`config.mk`:
```
export PLATFORM = sky130hd
export DESIGN_NAME = mem_wb_stage
export DESIGN_NICKNAME = d
export VERILOG_FILES = /design/src/rtl/mem_wb_stage.sv
export SDC_FILE = /design/constraint.sdc
export NUM_CORES = 1
export LEC_CHECK = 0
export CELL_PAD_IN_SITES_DETAIL_PLACEMENT = 1
export CELL_PAD_IN_SITES_GLOBAL_PLACEMENT = 2
export CORE_AREA = 4 4 156 158
export CTS_BUF_LIST = sky130_fd_sc_hd__clkbuf_8
export CTS_CLUSTER_DIAMETER = 40
export DETAILED_ROUTE_END_ITERATION = 7
export DIE_AREA = 0 0 160 162
export GPL_TIMING_DRIVEN = 0
export PLACE_DENSITY_LB_ADDON = 0.1
export SLEW_MARGIN = 0
export SYNTH_ARGS = -nofsm -noshare
export SYNTH_HDL_FRONTEND = slang
export SYNTH_SLANG_ARGS = --single-unit
export TNS_END_PERCENT = 50
```
`constraint.sdc`:
```
create_clock -name Clk -period 2.4 [get_ports Clk]
set_input_delay 0.48 -clock Clk [delete_from_list [all_inputs] [get_ports Clk]]
set_output_delay 0.48 -clock Clk [all_outputs]
set_load 0.01 [all_outputs]
```
`src/rtl/mem_wb_stage.sv`:
```
// mem_wb_stage: MEM/WB pipeline register plus writeback stage of the MIPS core.
// Latches MEM-stage results, extracts little-endian load data and drives the
// register-file write port (We/A3/WD) purely from registered state.
// Optional feature macro: WB_RETIRE_CNT_EN (retired-instruction counter).
module mem_wb_stage #(
  parameter int DW    = 32,
  parameter int CNT_W = 32
) (
  input  logic             Clk,
  input  logic             Rst,
  input  logic             Stall,
  input  logic             Flush,
  input  logic             MemValid,
  input  logic             MemRegWr,
  input  logic [4:0]       MemWA,
  input  logic [DW-1:0]    MemAlu,
  input  logic [DW-1:0]    MemRData,
  input  logic [DW-1:0]    MemPC8,
  input  logic [1:0]       MemWbSel,
  input  logic [2:0]       MemLdType,
  output logic             We,
  output logic [4:0]       A3,
  output logic [DW-1:0]    WD,
  output logic             WbValid,
  output logic [CNT_W-1:0] RetireCnt
);

  logic          valid;
  logic          regwr;
  logic [4:0]    wa;
  logic [DW-1:0] alu;
  logic [DW-1:0] rdata;
  logic [DW-1:0] pc8;
  logic [1:0]    wbsel;
  logic [2:0]    ldtype;
  logic [1:0]    addrlo;

  logic [7:0]    byteval;
  logic [15:0]   halfval;
  logic [DW-1:0] loaddata;
  logic [DW-1:0] wbdata;

  // Stage register: reset clears everything, a flush inserts a bubble (and
  // beats a stall), a stall holds the occupant, otherwise capture MEM results.
  always_ff @(posedge Clk) begin
    if (Rst) begin
      valid  <= 1'b0;
      regwr  <= 1'b0;
      wa     <= '0;
      alu    <= '0;
      rdata  <= '0;
      pc8    <= '0;
      wbsel  <= '0;
      ldtype <= '0;
      addrlo <= '0;
    end else if (Flush) begin
      valid  <= 1'b0;
    end else if (!Stall) begin
      valid  <= MemValid;
      regwr  <= MemRegWr;
      wa     <= MemWA;
      alu    <= MemAlu;
      rdata  <= MemRData;
      pc8    <= MemPC8;
      wbsel  <= MemWbSel;
      ldtype <= MemLdType;
      addrlo <= MemAlu[1:0];
    end
  end

  // Pick the addressed byte/halfword and sign- or zero-extend it by load type;
  // the halfword ignores addrlo[0] since misalignment is trapped upstream.
  always_comb begin
    byteval  = 8'h00;
    halfval  = addrlo[1] ? rdata[31:16] : rdata[15:0];
    loaddata = rdata;
    case (addrlo)
      2'd0:    byteval = rdata[7:0];
      2'd1:    byteval = rdata[15:8];
      2'd2:    byteval = rdata[23:16];
      default: byteval = rdata[31:24];
    endcase
    case (ldtype)
      3'd1:    loaddata = {{(DW-8){byteval[7]}}, byteval};
      3'd2:    loaddata = {{(DW-8){1'b0}}, byteval};
      3'd3:    loaddata = {{(DW-16){halfval[15]}}, halfval};
      3'd4:    loaddata = {{(DW-16){1'b0}}, halfval};
      default: loaddata = rdata;
    endcase
  end

  // Writeback source select and RF write port; a bubble drives a quiet port,
  // and writes to $0 are suppressed while A3 still reports the field.
  always_comb begin
    wbdata = alu;
    case (wbsel)
      2'd1:    wbdata = loaddata;
      2'd2:    wbdata = pc8;
      default: wbdata = alu;
    endcase
    WbValid = valid;
    We      = valid & regwr & (wa != 5'd0);
    A3      = valid ? wa : 5'd0;
    WD      = valid ? wbdata : '0;
  end

`ifdef WB_RETIRE_CNT_EN
  logic [CNT_W-1:0] retirecnt;

  // Count the WB occupant when it leaves the stage: any non-reset edge that
  // is not stalled, including flush edges (a flush only kills the incoming slot).
  always_ff @(posedge Clk) begin
    if (Rst) begin
      retirecnt <= '0;
    end else if (valid && !Stall) begin
      retirecnt <= retirecnt + CNT_W'(1);
`ifndef SYNTHESIS
      if (We) begin
        $display("%5d:[%m] retire wa=%d wd=%h", $time, wa, WD);
      end
`endif
    end
  end

  assign RetireCnt = retirecnt;
`else
  assign RetireCnt = '0;
`endif

endmodule
```
==> results.py <==
metrics = {
    "critical_path": {
        "crit_family": "compound AO/OA/AOI/OAI gates",
        "path_buf_inv": 2,
        "critPathCaptureType": "primary output",
        "critPathKind": "register to primary output",
        "crit_chain": "mux2i_4 -> a311oi_2 -> a221oi_4 -> buf_12 -> a211oi_4 -> buf_2",
        "slowest_delay_ps": 410,
        "worstPathMaxFanout": 7,
        "arrival_ps": 2100,
        "required_ps": 1920,
        "startpoint_type": "register",
        "critPathSlowestCell": "dfxtp_4",
        "critical_path_cell_count": 6,
        "reg2reg_depth": 4,
    },
    "sta": {
        "final.min_clock_period_ps": 2580,
        "slew_headroom": 0.495,
        "period_share": 1.08,
        "fin_worst_skew_ps": 0,
        "tns_ps": -4060,
        "setup_viol": 32,
        "worst_pin_slew_ps": 757,
        "hold_ws_ps": 460,
        "finalMaxSlewViolations": 0,
        "rsz0062_at_grt": "true",
        "hold_viol": 0,
        "setup_ws_ps": -184,
        "clock.fmax_mhz": 387,
    },
    "floorplanning": {
        "pin_count": 183,
        "dieArea_um2": 25900,
        "fp.dieH_um": 162,
        "die_w_um": 160,
        "start_util": 0.255,
        "core_um2": 23100,
        "rows": 56,
    },
    "synth": {
        "yosysMostFrequentCell": "nand2_1",
        "synth_ff_type": "dfxtp_1",
        "yosysSeqAreaShare": 0.367,
        "synthTopCellsByCount": "264 x nand2_1, 125 x a21oi_1, 108 x dfxtp_1, 44 x clkbuf_1, 39 x o21ai_0",
        "netlist_area_um2": 5900,
        "ys_top_cells_by_area": "dfxtp_1 37%, nand2_1 17%, a21oi_1 11%",
        "syn_avg_cell_area_um2": 7.13,
        "ys_types": 45,
        "ys_warn_count": 0,
        "yosys.area.top_type": "dfxtp_1",
        "syn_inst": 827,
        "synth-seq-cells": 108,
        "synth_top_area_frac": 0.367,
        "synth_edf_count": 0,
        "synth_async_sr_flop_share": 0,
    },
    "drt": {
        "wl_per_cell_um": 18.7,
        "wirelength_um": 25000,
        "viasPerCell": 4.78,
        "first_pass_iters": 5,
        "num_vias": 6388,
        "drt.antenna.violating_nets": 0,
        "drtIter0Drc": 250,
        "drcViolationCount": 0,
    },
    "finish": {
        "final_cells": 1336,
        "syn2layout_area_growth_pct": 50.3,
        "drive_above_1_share": 0.214,
        "multi_input_area_um2": 3720,
        "n_fill_cell": 2836,
        "nNetsFinal": 1155,
        "insertedDiodeCount": 0,
        "ff_latch_area_um2": 2180,
    },
    "power": {
        "power.density_nw_per_um2": 479,
        "leakagePower_nw": 3.33,
        "power_mw": 4.24,
        "ir_drop_mv": 0.299,
    },
    "place": {
        "placed_cells": 1297,
        "routabilityCongestion": 0.786,
        "dp_slack_ps": -735,
        "hpwl_um": 19000,
        "portBuffers": 149,
    },
    "global_route": {
        "grt_usage": 0.189,
        "grt_max_degree": 19,
        "grt_pass1_wl_um": 38300,
        "grt_pass1_vias": 6545,
        "overflow": 0,
        "antenna_found_initial": 2,
    },
    "clock_tree": {
        "cts-buffers-inserted": 9,
        "cts_tree": "yes",
        "cts_max_level": 3,
        "clock_path_buffers": 2,
        "clk_pin_slew_ps": 110,
        "cts_root_buffer": "clkbuf_8",
        "cts_hold_buf": 0,
        "clock_latency_ps": 380,
        "cts.sinks": 108,
    },
    "run": {
        "cap_violations": 0,
    },
    "hold_path": {
        "holdCritPathClass": "register to register",
        "holdPathStages": 2,
    },
    "outcome": {
        "violations": "negative setup slack",
        "status": "finished with violations",
    },
}
-- final timing paths --
| kind | start | to | slack [ps] |
|---|---|---|---|
| worst min register to register | pc8[6] | pc8[6] | 460 |
| worst max register to register | ldtype[2] | ldtype[2] | 1080 |
| worst min-delay path | pc8[6] | pc8[6] | 460 |
| worst max-delay path | alu[1] | WD[13] | -180 |
-- stage by stage --
stage	area (um^2)	util
5_1_grt	8860	0.383
2_1_floorplan	6010	-
4_1_cts	8640	0.374
3_5_place_dp	7870	0.340
6_report	8860	0.383
3_3_place_gp	7870	0.340
-- layout make-up --
cell class	instances	share of cell area
Buffer	99	0.0761
Clock buffer	10	0.0155
Clock inverter	6	0.0106
Inverter	12	0.00579
Multi-Input combinational cell	636	0.419
Sequential cell	108	0.246
Tap cell	290	0.0410
Timing Repair Buffer	175	0.185
-- kinds of logic after synthesis --
family | share of synthesized area
DFF | 0.367
xor gates and xnor gates | 0.00149
buffers and inverters | 0.106
AOI/OAI and AO/OA | 0.257
other | 0.000636
muxes | 0.0312
and+or+nand+nor | 0.233
adders and majority gates | 0.00424
-- state kept, by name, summed over array words and instances, names as in the netlist --
| signal | cells |
|---|---|
| rdata | 32 |
| regwr | 1 |
| pc8 | 32 |
| wa | 5 |
| WbValid | 1 |
| ldtype | 3 |
| wbsel | 2 |
| alu | 32 |
-- report_power, final --
part	leakage (nW)	total [mW]	switching, mW	internal, mW
Clock	0.119	1.32	0.687	0.628
Sequential	0.888	1.96	0.0890	1.87
Combinational	2.32	0.962	0.496	0.466
Total	3.33	4.24	1.27	2.97
-- cells in the final DEF (no fill, tap or decap), drive strengths merged, types with 7 or more instances in the layout --
cell type      netlist  final
nor2                12     12
o211ai              16     16
conb                 1     32
nand3b               8      8
nand3               17     18
o21ai               39     39
inv                 12     13
nand2              264    264
clkbuf              44     53
a211oi              21     21
mux2i               18     18
a21oi              125    125
o2bb2ai              7      7
a31oi               16     16
clkdlybuf4s50        0    116
and2                12     12
dfxtp              108    108
buf                 59    114
o41ai                7      7
nor3                10     10
o21a                 8      8
-- tightest hold or removal path: cells and delay by family, from the launching register on --
family	cells	cell delay [ps]
flops	1	320
compound gates	1	50
simple gates	1	50
-- routing by layer --
metal | wire length, um | track usage
met5 | 13 | 0
met4 | 184 | 0.0254
met3 | 1350 | 0.0442
met2 | 11800 | 0.310
met1 | 11700 | 0.262
-- timing repair --
action | CTS | global route
setup endpoints to repair | 68 | 35
setup buffers | 20 | 5
resized for setup | 263 | 50
pin swaps | 49 | 23
cloned | 2 | 1
Note: power is estimated with default switching activity, not from simulation.
==> edit 1 (config.mk and constraints unchanged) <==
The option `WB_RETIRE_CNT_EN` is turned on by a define.
--- a/src/rtl/mem_wb_stage.sv
+++ b/src/rtl/mem_wb_stage.sv
@@ -3,4 +3,6 @@
 // register-file write port (We/A3/WD) purely from registered state.
 // Optional feature macro: WB_RETIRE_CNT_EN (retired-instruction counter).
+`define WB_RETIRE_CNT_EN
+
 module mem_wb_stage #(
   parameter int DW    = 32,
Check against the original RTL: not equivalent (Yosys sat finds a counterexample within 4 cycles, from zero or initial values and one cycle with Rst high).
==> edit 1 against the original RTL <==
The run still ends with negative setup slack left; area after synthesis up 15%; cell area up 16%; first-iteration DRC count up 27%; largest power group unchanged; via count is 17% higher; final cell count increased by 9.7%; power up 25%; worst setup slack worse by 0.25 ns; critical path type unchanged; largest cell class unchanged; routed wire length grew 17%; critical path depth increased by 4; clock power increased by 42%; global-route usage is 2.9 points higher; die area unchanged; sequential cell count increased by 32.
==> edit 1: results <==
{
  "drtPass1Iterations": 4,
  "vias": 7500,
  "vdd_drop_max_mv": 0.2775,
  "fillers": 2797,
  "setup_viol_count_final": 32,
  "ys_warn_count": 0,
  "routabilityCongestion": 0.9192,
  "violations": "negative setup slack",
  "p_leak_nw": 3.586,
  "fin_crit_sh": 1.182,
  "clk_pin_slew_ns": 0.09,
  "grt_pass1_vias": 7776,
  "setup_slack_ns": -0.4364,
  "grt_pass1_wl_mm": 44.18,
  "pre_cts_ws_ns": -1.033,
  "synthTopCellsByCount": "nand2_1, a21oi_1, dfxtp_1, o21ai_0, clkbuf_1",
  "use_met1": 0.2743,
  "io_buffer_count": 181,
  "synth_area_leaders": "dfxtp_1, nand2_1, a21oi_1, o21ai_0, clkbuf_1",
  "finalNetCount": 1279,
  "crit_family": "buffers and inverters",
  "wl_mm": 29.17,
  "insertion_delay_ns": 0.47,
  "grtUsageTotal": 0.2184,
  "cts_buffers": 17,
  "h-tree-depth": 4,
  "hold_start": "alu[31]",
  "wl_met3_mm": 1.714,
  "tightest_slew_ns": 0.7391,
  "ys_seq_area_frac": 0.4125,
  "crit_slowest_cell": "dfxtp_2",
  "antenna_found_initial": 1,
  "status": "complete, but fails checks",
  "wl_met1_mm": 12.65,
  "place_area_sq_um": 8969,
  "arrival_ns": 2.36,
  "slowest_delay_ns": 0.34,
  "synth_cell_type_count": 44,
  "grt_start_max_net_pins": 17,
  "root_buffer": "clkbuf_8",
  "fin_skew_ns": 0.01464,
  "met2_usage": 0.3653,
  "timing.rr.start": "RetireCnt[11]",
  "dp_hpwl_mm": 21.03,
  "met3_usage": 0.06090,
  "route.met2.wl_mm": 14.20,
  "drt-initial-drc-count": 317,
  "drive_gt1_frac": 0.2075
}
edit 1: worst paths after layout:
check	endpoint	slack, ns	depth (start not counted)
max reg2reg	RetireCnt[31]	0.41	6
min	alu[31]	0.46	2
max	WD[20]	-0.44	10
min reg2reg	alu[31]	0.46	2
edit 1: what timing repair did:
action | CTS | global route
buffers inserted | 25 | 8
cloned | 4 | 0
pin swaps | 39 | 42
gates resized for setup | 303 | 75
setup endpoints to repair | 68 | 68
edit 1: kinds of logic (layout without fill, tap and decap cells):
kind of cell	count (synthesis)	count (layout)	share of synthesized area
AOI/OAI and AO/OA	300	300	0.2392
xor gates and xnor gates	30	30	0.03867
adders and majority gates	3	3	0.005525
buffers and inverters	85	329	0.04843
DFF	140	140	0.4125
muxes	18	18	0.02799
and+or+nand+nor	356	356	0.2276
edit 1: stage by stage:
stage	power [mW]	setup TNS [ns]	hold slack [ns]	instances	utilization
after floorplan	2.850	0	0.4332	932	-
after CTS	5.306	-8.632	0.4594	1461	0.4339
after detailed placement	3.246	-60.01	0.4471	1403	0.3879
final	5.314	-9.842	0.4573	1466	0.4447
after global placement	3.239	-61.46	0.4413	1403	0.3879
after global routing	5.558	-12.51	0.4785	1466	0.4447
edit 1: report_power, final:
group / internal (mW) / switching [mW]
Combinational: 0.443 / 0.498
Sequential: 2.40 / 0.0906
Clock: 0.833 / 1.04
Total: 3.68 / 1.63
edit 1: area by class of cell:
cell class	instances	area share
Clock buffer	17	0.02275
Multi-Input combinational cell	707	0.4123
Inverter	12	0.004746
Buffer	69	0.04320
Clock inverter	14	0.01326
Tap cell	290	0.03529
Sequential cell	140	0.2740
Timing Repair Buffer	217	0.1945
==> edit 2 (config.mk and constraints unchanged) <==
Without the edit above. `CNT_W`: 32 -> 48.
--- a/src/rtl/mem_wb_stage.sv
+++ b/src/rtl/mem_wb_stage.sv
@@ -5,5 +5,5 @@
 module mem_wb_stage #(
   parameter int DW    = 32,
-  parameter int CNT_W = 32
+  parameter int CNT_W = 48
 ) (
   input  logic             Clk,
Ports: changed (resized RetireCnt); port bits go from 183 to 199. The function was not compared with the original's and may differ.
==> edit 2 against the original RTL <==
The run still ends with negative setup slack left; critical path depth rose by 2; first-iteration DRC count rose by 2.8%; area after synthesis rose by 2.0%; hold slack improved by 0.0012 ns; power fell by 4.2%; sequential cell count did not move; sequential power barely moved; worst setup slack got worse by 0.025 ns; register-to-register slack improved by 0.02 ns; routed wire length rose by 0.16%; non-clock buffer count rose by 15; cell area rose by 1.2%; critical path type unchanged; critical endpoint is now WD[7].
==> edit 2: results <==
{
  "status": "complete, but fails checks",
  "violations": "negative setup slack",
  "h-tree-depth": 3,
  "avgRoutedWirePerCell_um": 18.34,
  "grtUsageTotal": 0.1879,
  "antenna_found_initial": 1,
  "dp_hpwl_mm": 19.01,
  "relSlewSlack": 0.4977,
  "routabilityCongestion": 0.7994,
  "synthTopCellsByCount": "nand2_1, a21oi_1, dfxtp_1, buf_4, clkbuf_1",
  "tns_ns": -3.689,
  "cts_buffers": 9,
  "hp-class": "register to register",
  "drt-initial-drc-count": 257,
  "setup_slack_ns": -0.2088,
  "cts_buffer_depth": 2,
  "grt_start_max_net_pins": 19,
  "clk_pin_slew_ns": 0.11,
  "pre_cts_ws_ns": -0.8168,
  "slowest_delay_ns": 0.39,
  "synthAdderAreaFrac": 0.004160,
  "io_buffer_count": 149,
  "fillers": 2836,
  "fin_skew_ns": 0,
  "synth_area_leaders": "dfxtp_1, nand2_1, a21oi_1, buf_4, o21ai_0",
  "root_buffer": "clkbuf_8",
  "ys.flop_type": "dfxtp_1",
  "ys_warn_count": 0,
  "grt_pass1_wl_mm": 38.21,
  "synth_cell_type_count": 45,
  "vdd_drop_max_mv": 0.2409,
  "arrival_ns": 2.13,
  "crit_slowest_cell": "dfxtp_4",
  "antenna_cells": 0,
  "setup_viol_count_final": 32,
  "drive_gt1_frac": 0.2203,
  "grt_pass1_vias": 6713,
  "async_flop_share": 0,
  "drtPass1Iterations": 4,
  "critPathMaxFanout": 7,
  "finalNetCount": 1186,
  "vias": 6505,
  "synth.mux.area_fraction": 0.03057,
  "p_leak_nw": 3.426,
  "insertion_delay_ns": 0.38,
  "ys_seq_area_frac": 0.3594,
  "reg_top3": "alu x32, pc8 x32, rdata x32",
  "synth_compound_area_frac": 0.2519,
  "synth_xor_area_frac": 0.001456
}
==> edit 2: cell types whose count changed in the layout (fill, tap and decap cells not counted), sizes merged <==
cell,before,now
conb,32,48
bufinv,2,0
inv,13,14
clkbuf,53,54
dlymetal6s2s,0,1
dlygate4sd2,1,0
clkinv,2,1
buf,114,128
clkinvlp,1,2
==> edit 2: where the power goes <==
part           leakage [nW]  internal, mW  total (mW)  switching, mW
clock network        0.0898         0.415        1.10          0.689
registers             0.888          1.87        1.96         0.0911
logic                  2.45         0.480       0.994          0.514
total                  3.43          2.77        4.06           1.29
==> edit 2: through the flow <==
| stage | area [sq um] | hold WS, ns | std cells |
|---|---|---|---|
| after CTS | 8827 | 0.4639 | 1363 |
| after detailed placement | 8046 | 0.4457 | 1329 |
| after floorplan | 6192 | 0.4332 | 890 |
| after global placement | 8046 | 0.4416 | 1329 |
| final | 8967 | 0.4617 | 1366 |
| after global routing | 8967 | 0.4849 | 1366 |
==> edit 2: area by class of cell <==
type / instances / area share
Inverter: 12 / 0.006000
Multi-Input combinational cell: 652 / 0.4242
Timing Repair Buffer: 174 / 0.1782
Sequential cell: 108 / 0.2438
Tap cell: 290 / 0.04046
Buffer: 115 / 0.08734
Clock buffer: 10 / 0.01535
Clock inverter: 5 / 0.004744
==> edit 2: per-layer routing <==
layer,routed length (um),GRT usage,up-vias
met1,11540,0.2479,3101
li1,-,-,3232
met4,261,0.03520,0
met2,12050,0.3231,155
met3,1200,0.03679,17
met5,0,0,-
==> edit 2: critical path: cells and delay by family, from the launching register on <==
family / cells / cell delay, ns
AO/OA/AOI/OAI: 2 / 0.34
adder cells (fa/ha/maj): 1 / 0.32
buffers and inverters: 4 / 0.61
flip-flops: 1 / 0.39
AND/OR/NAND/NOR: 1 / 0.09
==> edit 2: final timing paths <==
check	startpoint	endpoint	slack [ns]	depth (start not counted)
hold / removal	alu[14]	alu[14]	0.46	2
setup / recovery	wbsel[0]	WD[7]	-0.21	8
setup reg to reg	ldtype[2]	ldtype[2]	1.10	4
hold reg to reg	alu[14]	alu[14]	0.46	2
==> edit 2: cells by family after synthesis <==
logic type      after synthesis
simple gates                331
compound gates              251
buf+inv                     131
flops                       108
mux                          18
fa+ha+maj                     2
other cells                   1
xor+xnor                      1
==> edit 2: repair_timing <==
item / 4_1_cts / 5_1_grt
resized for setup: 282 / 28
cloned: 3 / 1
endpoints found under the setup margin: 68 / 33
setup buffers: 20 / 5
pin swaps: 39 / 3
hold buffers: 0 / 0
